File: src/rtl/ucode_sequencer.sv
// Microcode sequencer: walks microsteps 0..7 of the current opcode, addresses the
// control ROM with {flag_z, flag_c, opcode, step} and gates the ROM word onto ctrl.
module ucode_sequencer #(
  parameter bit EARLY_END = 1'b1
) (
  input  logic        clk,
  input  logic        reset,
  input  logic        run,
  input  logic        step_req,
  input  logic [3:0]  opcode,
  input  logic        alu_zero,
  input  logic        alu_carry,
  output logic [8:0]  ucode_addr,
  input  logic [15:0] ucode_data,
  output logic [15:0] ctrl,
  output logic [2:0]  step,
  output logic        flag_z,
  output logic        flag_c,
  output logic        halted,
  output logic        instr_done,
  output logic [7:0]  instr_count
);

  localparam int HLT_BIT = 15;
  localparam int FI_BIT  = 0;

  logic [2:0] step_q, step_d;
  logic       flag_z_q, flag_z_d;
  logic       flag_c_q, flag_c_d;
  logic       halted_q, halted_d;
  logic       instr_done_q, instr_done_d;
  logic [7:0] instr_count_q, instr_count_d;
  logic       step_req_q, step_req_d;

  logic step_pulse;
  logic active;
  logic last_step;
  logic hlt;
  logic fi;

  always_comb begin
    step_pulse = step_req & ~step_req_q;
    active     = ~halted_q & (run | step_pulse);
    hlt        = ucode_data[HLT_BIT];
    fi         = ucode_data[FI_BIT];
    // An all-zero word can only end an instruction once the fetch steps are done.
    last_step  = (step_q == 3'd7) ||
                 (EARLY_END && (step_q >= 3'd2) && (ucode_data == 16'h0000));
  end

  always_comb begin
    step_d        = step_q;
    flag_z_d      = flag_z_q;
    flag_c_d      = flag_c_q;
    halted_d      = halted_q;
    instr_done_d  = 1'b0;
    instr_count_d = instr_count_q;
    step_req_d    = step_req;

    if (active) begin
      if (fi) begin
        flag_z_d = alu_zero;
        flag_c_d = alu_carry;
      end
      if (hlt) begin
        halted_d = 1'b1;
      end else if (last_step) begin
        step_d        = 3'd0;
        instr_done_d  = 1'b1;
        instr_count_d = instr_count_q + 8'd1;
      end else begin
        step_d = step_q + 3'd1;
      end
    end
  end

  always_ff @(posedge clk) begin
    if (reset) begin
      step_q        <= 3'd0;
      flag_z_q      <= 1'b0;
      flag_c_q      <= 1'b0;
      halted_q      <= 1'b0;
      instr_done_q  <= 1'b0;
      instr_count_q <= 8'd0;
      step_req_q    <= 1'b0;
    end else begin
      step_q        <= step_d;
      flag_z_q      <= flag_z_d;
      flag_c_q      <= flag_c_d;
      halted_q      <= halted_d;
      instr_done_q  <= instr_done_d;
      instr_count_q <= instr_count_d;
      step_req_q    <= step_req_d;
    end
  end

  assign ucode_addr  = {flag_z_q, flag_c_q, opcode, step_q};
  assign ctrl        = (active && !reset) ? ucode_data : 16'h0000;
  assign step        = step_q;
  assign flag_z      = flag_z_q;
  assign flag_c      = flag_c_q;
  assign halted      = halted_q;
  assign instr_done  = instr_done_q;
  assign instr_count = instr_count_q;

endmodule

File: config.mk
export PLATFORM = sky130hd
export DESIGN_NAME = ucode_sequencer
export DESIGN_NICKNAME = d
export VERILOG_FILES = /design/src/rtl/ucode_sequencer.sv
export SDC_FILE = /design/constraint.sdc
export NUM_CORES = 1
export LEC_CHECK = 0
export ABC_AREA = 1
export CAP_MARGIN = 20
export CORE_MARGIN = 2
export CORE_UTILIZATION = 37
export CTS_BUF_LIST = sky130_fd_sc_hd__clkbuf_16
export DETAILED_ROUTE_END_ITERATION = 10
export PLACE_DENSITY = 0.77
export SLEW_MARGIN = 20
export SYNTH_ARGS = -nofsm -noshare
export SYNTH_HDL_FRONTEND = slang
export SYNTH_SLANG_ARGS = --single-unit
File: constraint.sdc
create_clock -name clk -period 1.75 [get_ports clk]
set_clock_uncertainty 0.05 [all_clocks]
set_input_delay 0.35 -clock clk [delete_from_list [all_inputs] [get_ports clk]]
set_output_delay 0.35 -clock clk [all_outputs]
set_load 0.005 [all_outputs]
# Yosys cells after proc, flatten, opt, wreduce, memory -nomap -nowiden
# Cells that the tools add are included.
# classes
n_mul,0
n_eq_ne,1
order_cmp,1
n_reduce_logical,10
bitwise,7
mux,3
div_mod_pow,0
add_sub_neg,2
shifts,0
# op_table
cell,count
zero test 16 bit,1
two-way mux 16 bit,1
"adder 8 x 1 -> 8 bit, second input constant",1
AND reduction 2 bit,3
inverter 1 bit,4
"adder 3 x 1 -> 3 bit, second input constant",1
"== test 3 bit, second input constant",1
">= comparator 3 x 2 -> 1 bit, second input constant",1
two-way mux 3 bit,1
AND reduction 3 bit,1
OR reduction 3 bit,1
bitwise AND 1 bit,2
logical AND 1 bit,2
zero test 1 bit,1
logical OR 1 bit,1
two-way mux 1 bit,1
bitwise OR 1 bit,1
# word_totals
reg_bits,16
romBits,0
mem_bits_rw,0
word_cells,31
inputBits,26
memories,0
latch_bits,0
output_inout_bits,40

# Depth between registers and ports, before layout
# logic_depth
depth_word,6
ltp_mapped,10
depth_no_buf,9

# Least setup slack after synthesis
# No wires, ideal clock.
# synth_timing
path_type,in2out
start,in step_req
end,out ctrl[10]
t_required_ns,1.350
t_arrival_ns,0.989
n_path_buf,1
slack_ns,0.361
cell_stages,7
cell_sequence,nand2_1 -> nand2_2 -> nand2_1 -> inv_1 -> nand2_2 -> buf_2 -> nor2_1
# synth_between
elab_chain_cells,5
# synth_rtl
item,line_no,text
start: declaration,9,"input logic step_req,"
bitwise AND 1 bit,42,step_pulse = step_req & ~step_req_q;
bitwise OR 1 bit,43,active = ~halted_q & (run | step_pulse);
bitwise AND 1 bit,43,
logical AND 1 bit,98,assign ctrl = (active && !reset) ? ucode_data : 16'h0000;
two-way mux 16 bit,98,
end: declaration,15,"output logic [15:0] ctrl,"
# Every way passes these cells.

# Worst setup path after layout
# layout_timing
start,reg step_req_q
end,out ctrl[7]
# layout_between
elab_chain_cells,6
# layout_rtl
item,line_no,text
start: declaration,33,"logic step_req_q, step_req_d;"
start signal: assignment,93,step_req_q <= step_req_d;
inverter 1 bit,42,
bitwise AND 1 bit,42,
bitwise OR 1 bit,43,
bitwise AND 1 bit,43,
logical AND 1 bit,98,
two-way mux 16 bit,98,
# Every way passes these cells.

==> run summary <==
SYNTH
--------------------------------------------------------------------------------------------------
Number of instances in the synthesized netlist                                                 166
Number of warnings reported in the yosys synthesis log                                           0
Portion of the post-synthesis area used by sequential elements                              29.94%
Mapped cell area                                                                        1070 sq um
Post-Syn Area per Cell                                                                 6.444 sq um
Net count of the mapped netlist                                                                196
Flip-flop and latch count after synthesis                                                       16
Cell variety after synth                                                                        19

CRITICAL PATH
--------------------------------------------------------------------------------------------------
Slowest cell on the critical path                                                          dfxtp_1
Critical path's largest stage delay                                                        0.29 ns
Cell count along the critical path                                                              10
Cell-by-cell listing of the critical path                                             inv_1 > nand2_1 > nand2_2 > nand2_2 > inv_4 > buf_12 > nand2_8 > buf_6 > nor2_4 > buf_2
Critical Path Sink Type                                                                output port
Crit path launch                                                                        step_req_q
Worst setup path endpoint                                                                  ctrl[7]
Cell occurring most often along the worst timing path                                      nand2_2
Category of the worst setup path launch point                                            flip-flop
Worst endpoint required time                                                               1.35 ns
Arrival time at the worst endpoint                                                         1.30 ns
Reg2reg start                                                                           step_req_q
CP top delay family                                                                   buffers and inverters
Cells on worst reg2reg path                                                                     12
Crit-path max FO                                                                                 7
Reg-to-reg slack, setup                                                                    0.13 ns
End of the worst register-to-register path                                            instr_count[1]
Type of the setup path with the least slack                                                reg2out
CP bufs+invs                                                                                     5

ROUTING
--------------------------------------------------------------------------------------------------
Final routed DRC violation total                                                                 0
DR iter-0 viols                                                                                 30
Via count normalized by instance count                                                       4.532
Remaining antenna violation count after routing                                                  0
Pre-antenna DRT Iters                                                                            4
Post-detailed-route wirelength per cell                                                   10.88 um
Detailed Route WL                                                                         2.928 mm
DR vias                                                                                       1219

CELLS AND AREA
--------------------------------------------------------------------------------------------------
Number of nets at the end of the flow                                                          269
Layout cell share with drive strength beyond 1                                              23.95%
Cell Count, Final, Fillers Out                                                                 269
Area of all placed cells without fillers                                                1838 sq um
Inserted Diodes                                                                                  0
Share of the core filled with cells in the final layout                                     66.65%
Commonest non-fill, non-tap cell in the layout                                              nor2_1
Commonest cells after routing, fill and taps aside                                    nor2_1 (40), clkdlybuf4s50_1 (38), inv_1 (28)
Layout Area Growth over Synthesis                                                           71.81%

PLACE
--------------------------------------------------------------------------------------------------
DP Area                                                                                 1719 sq um
Half-perimeter wire length after placement                                                2.111 mm
Number of cells after detailed placement                                                       257
IO Port Bufs                                                                                    57
Placer congestion estimate                                                                  0.7928
Place WS                                                                                -0.6010 ns

POWER AND IR DROP
--------------------------------------------------------------------------------------------------
PnR Total Power                                                                           1.139 mW
Max rail drop VDD                                                                        0.7907 mV
Pwr/cell area                                                                         619.6 nW/um^2
Static Leak                                                                              0.8940 nW

FLOORPLAN
--------------------------------------------------------------------------------------------------
Floorplan die height                                                                      57.77 um
Floorplan Core Area                                                                     2758 sq um
Die footprint                                                                           3337 sq um
Number of top-level pins                                                                        66
Initial core utilization                                                                    38.79%
Number of standard-cell rows in the floorplan                                                   19
Horizontal extent of the die                                                              57.77 um

STA
--------------------------------------------------------------------------------------------------
Final-report max-slew violation count                                                            0
Final period utilization                                                                    96.87%
Setup repair after global routing missed its margin                                           true
Max Freq                                                                                0.5899 GHz
Min Tclk post-route                                                                       1.695 ns
Slew of the pin with the lowest slew margin                                              0.2163 ns
Tightest slew margin relative to the limit                                                  85.50%
Hold Vio Cnt, Final                                                                              0
Worst hold slack after final layout                                                      0.4200 ns
Final setup slack of the worst path                                                     0.05485 ns
Setup TNS                                                                                     0 ns
Final Setup Violations                                                                           0

GRT
--------------------------------------------------------------------------------------------------
Global-route usage over all layers                                                          18.47%
GRT overflow                                                                                     0
Via count of the first global-routing pass                                                    1116
Antenna violations before repair                                                                 0
Maximum number of pins on one net before global-route repair                                    12
Wire length of the first global-routing pass                                              4.774 mm

CLOCK TREE
--------------------------------------------------------------------------------------------------
TritonCTS clock tree                                                                           yes
Clock transition time at the flip-flop clock pins of the worst setup and hold paths        0.05 ns
Deepest clock path buffer count                                                                  2
Clock Root Buffer                                                                        clkbuf_16
Sink Count                                                                                      16
H-tree levels                                                                                    1
Clock buffers created by TritonCTS                                                               3
Insertion delay to the later sink of the worst-skew pair                                   0.25 ns

OUTCOME
--------------------------------------------------------------------------------------------------
Result of the run                                                                     complete, no violations

JOB
--------------------------------------------------------------------------------------------------
Max-cap viol count                                                                               0

MIN PATH
--------------------------------------------------------------------------------------------------
Worst Hold Launch                                                                         step_req
Hold Path Class                                                                             in2reg

## timing repair
item	4_1_cts	5_1_grt
endpoints found under the setup margin	16	15
hold buffers	0	0
pin swaps	3	2
cloned	1	0
setup buffers	7	0
gates resized for setup	54	10
hold endpoints to repair	0	0
## routing by layer
| layer | share of wire, % | track usage (%) |
|---|---|---|
| met1 | 42 | 22.02 |
| met2 | 52 | 32.63 |
| met3 | 5.6 | 5.804 |
| met4 | 0.65 | 3.654 |
| met5 | 0 | 0 |
## Yosys cell counts
library cell   n  area [sq um]
o21ai_0        2         10.01
ha_1           4         50.05
inv_1         30         112.6
buf_12         1         20.02
a21oi_1        4         20.02
nand2_2        2         12.51
nand2_1       27         101.4
inv_2          1         3.750
nand3_1       11         55.05
nand3_2        2         20.02
buf_4          9         67.56
buf_2          2         10.01
a21oi_2        5         43.79
nor3_2         2         20.02
nand2_4        1         11.26
nand4_1        5         31.28
o22ai_1        1         6.260
dfxtp_1       16         320.3
nor2_1        41         153.9
## worst min-delay path by stage
stage / slack [ns] / cells after the start / to
finish: 0.42 / 3 / step_req_q
floorplan: 0.37 / 1 / flag_c
CTS: 0.42 / 3 / step_req_q
detailed placement: 0.42 / 2 / flag_c
global placement: 0.42 / 2 / flag_z
global route: 0.43 / 3 / step_req_q
## cell families (layout without fill, tap and decap cells)
logic type,count (synthesis),after routing,synth area share [%]
flops,16,16,29.94
simple gates,91,92,37.89
compound gates,12,12,7.486
buf+inv,43,114,20.00
fa+ha+maj,4,4,4.679
## registers in the layout, summed over array words and instances (netlist names)
| register | cells |
|---|---|
| flag_c | 1 |
| flag_z | 1 |
| halted | 1 |
| instr_count | 8 |
| instr_done | 1 |
| step | 3 |
| step_req_q | 1 |
## where the power goes
part           internal, mW  switching (mW)  total (mW)
clock                 0.303           0.143       0.446
sequential            0.378          0.0118       0.390
combinational         0.176           0.127       0.303
total                 0.858           0.281        1.14
## final cells by class
cell class | instances | area [sq um]
well taps | 31 | 38.79
repair buffers | 79 | 708.2
inverters | 31 | 118.9
clock buffers | 3 | 75.07
multi-input cells | 108 | 573.1
fillers | 244 | 919.6
flip-flops and latches | 16 | 320.3
clock inverters | 1 | 3.754
## tightest hold or removal path, delay by kind of cell
| kind | cells | cell delay (ns) |
|---|---|---|
| and+or+nand+nor | 1 | 0.03 |
| buffers and inverters | 2 | 0.29 |
Power figures use the tool's default switching activity.
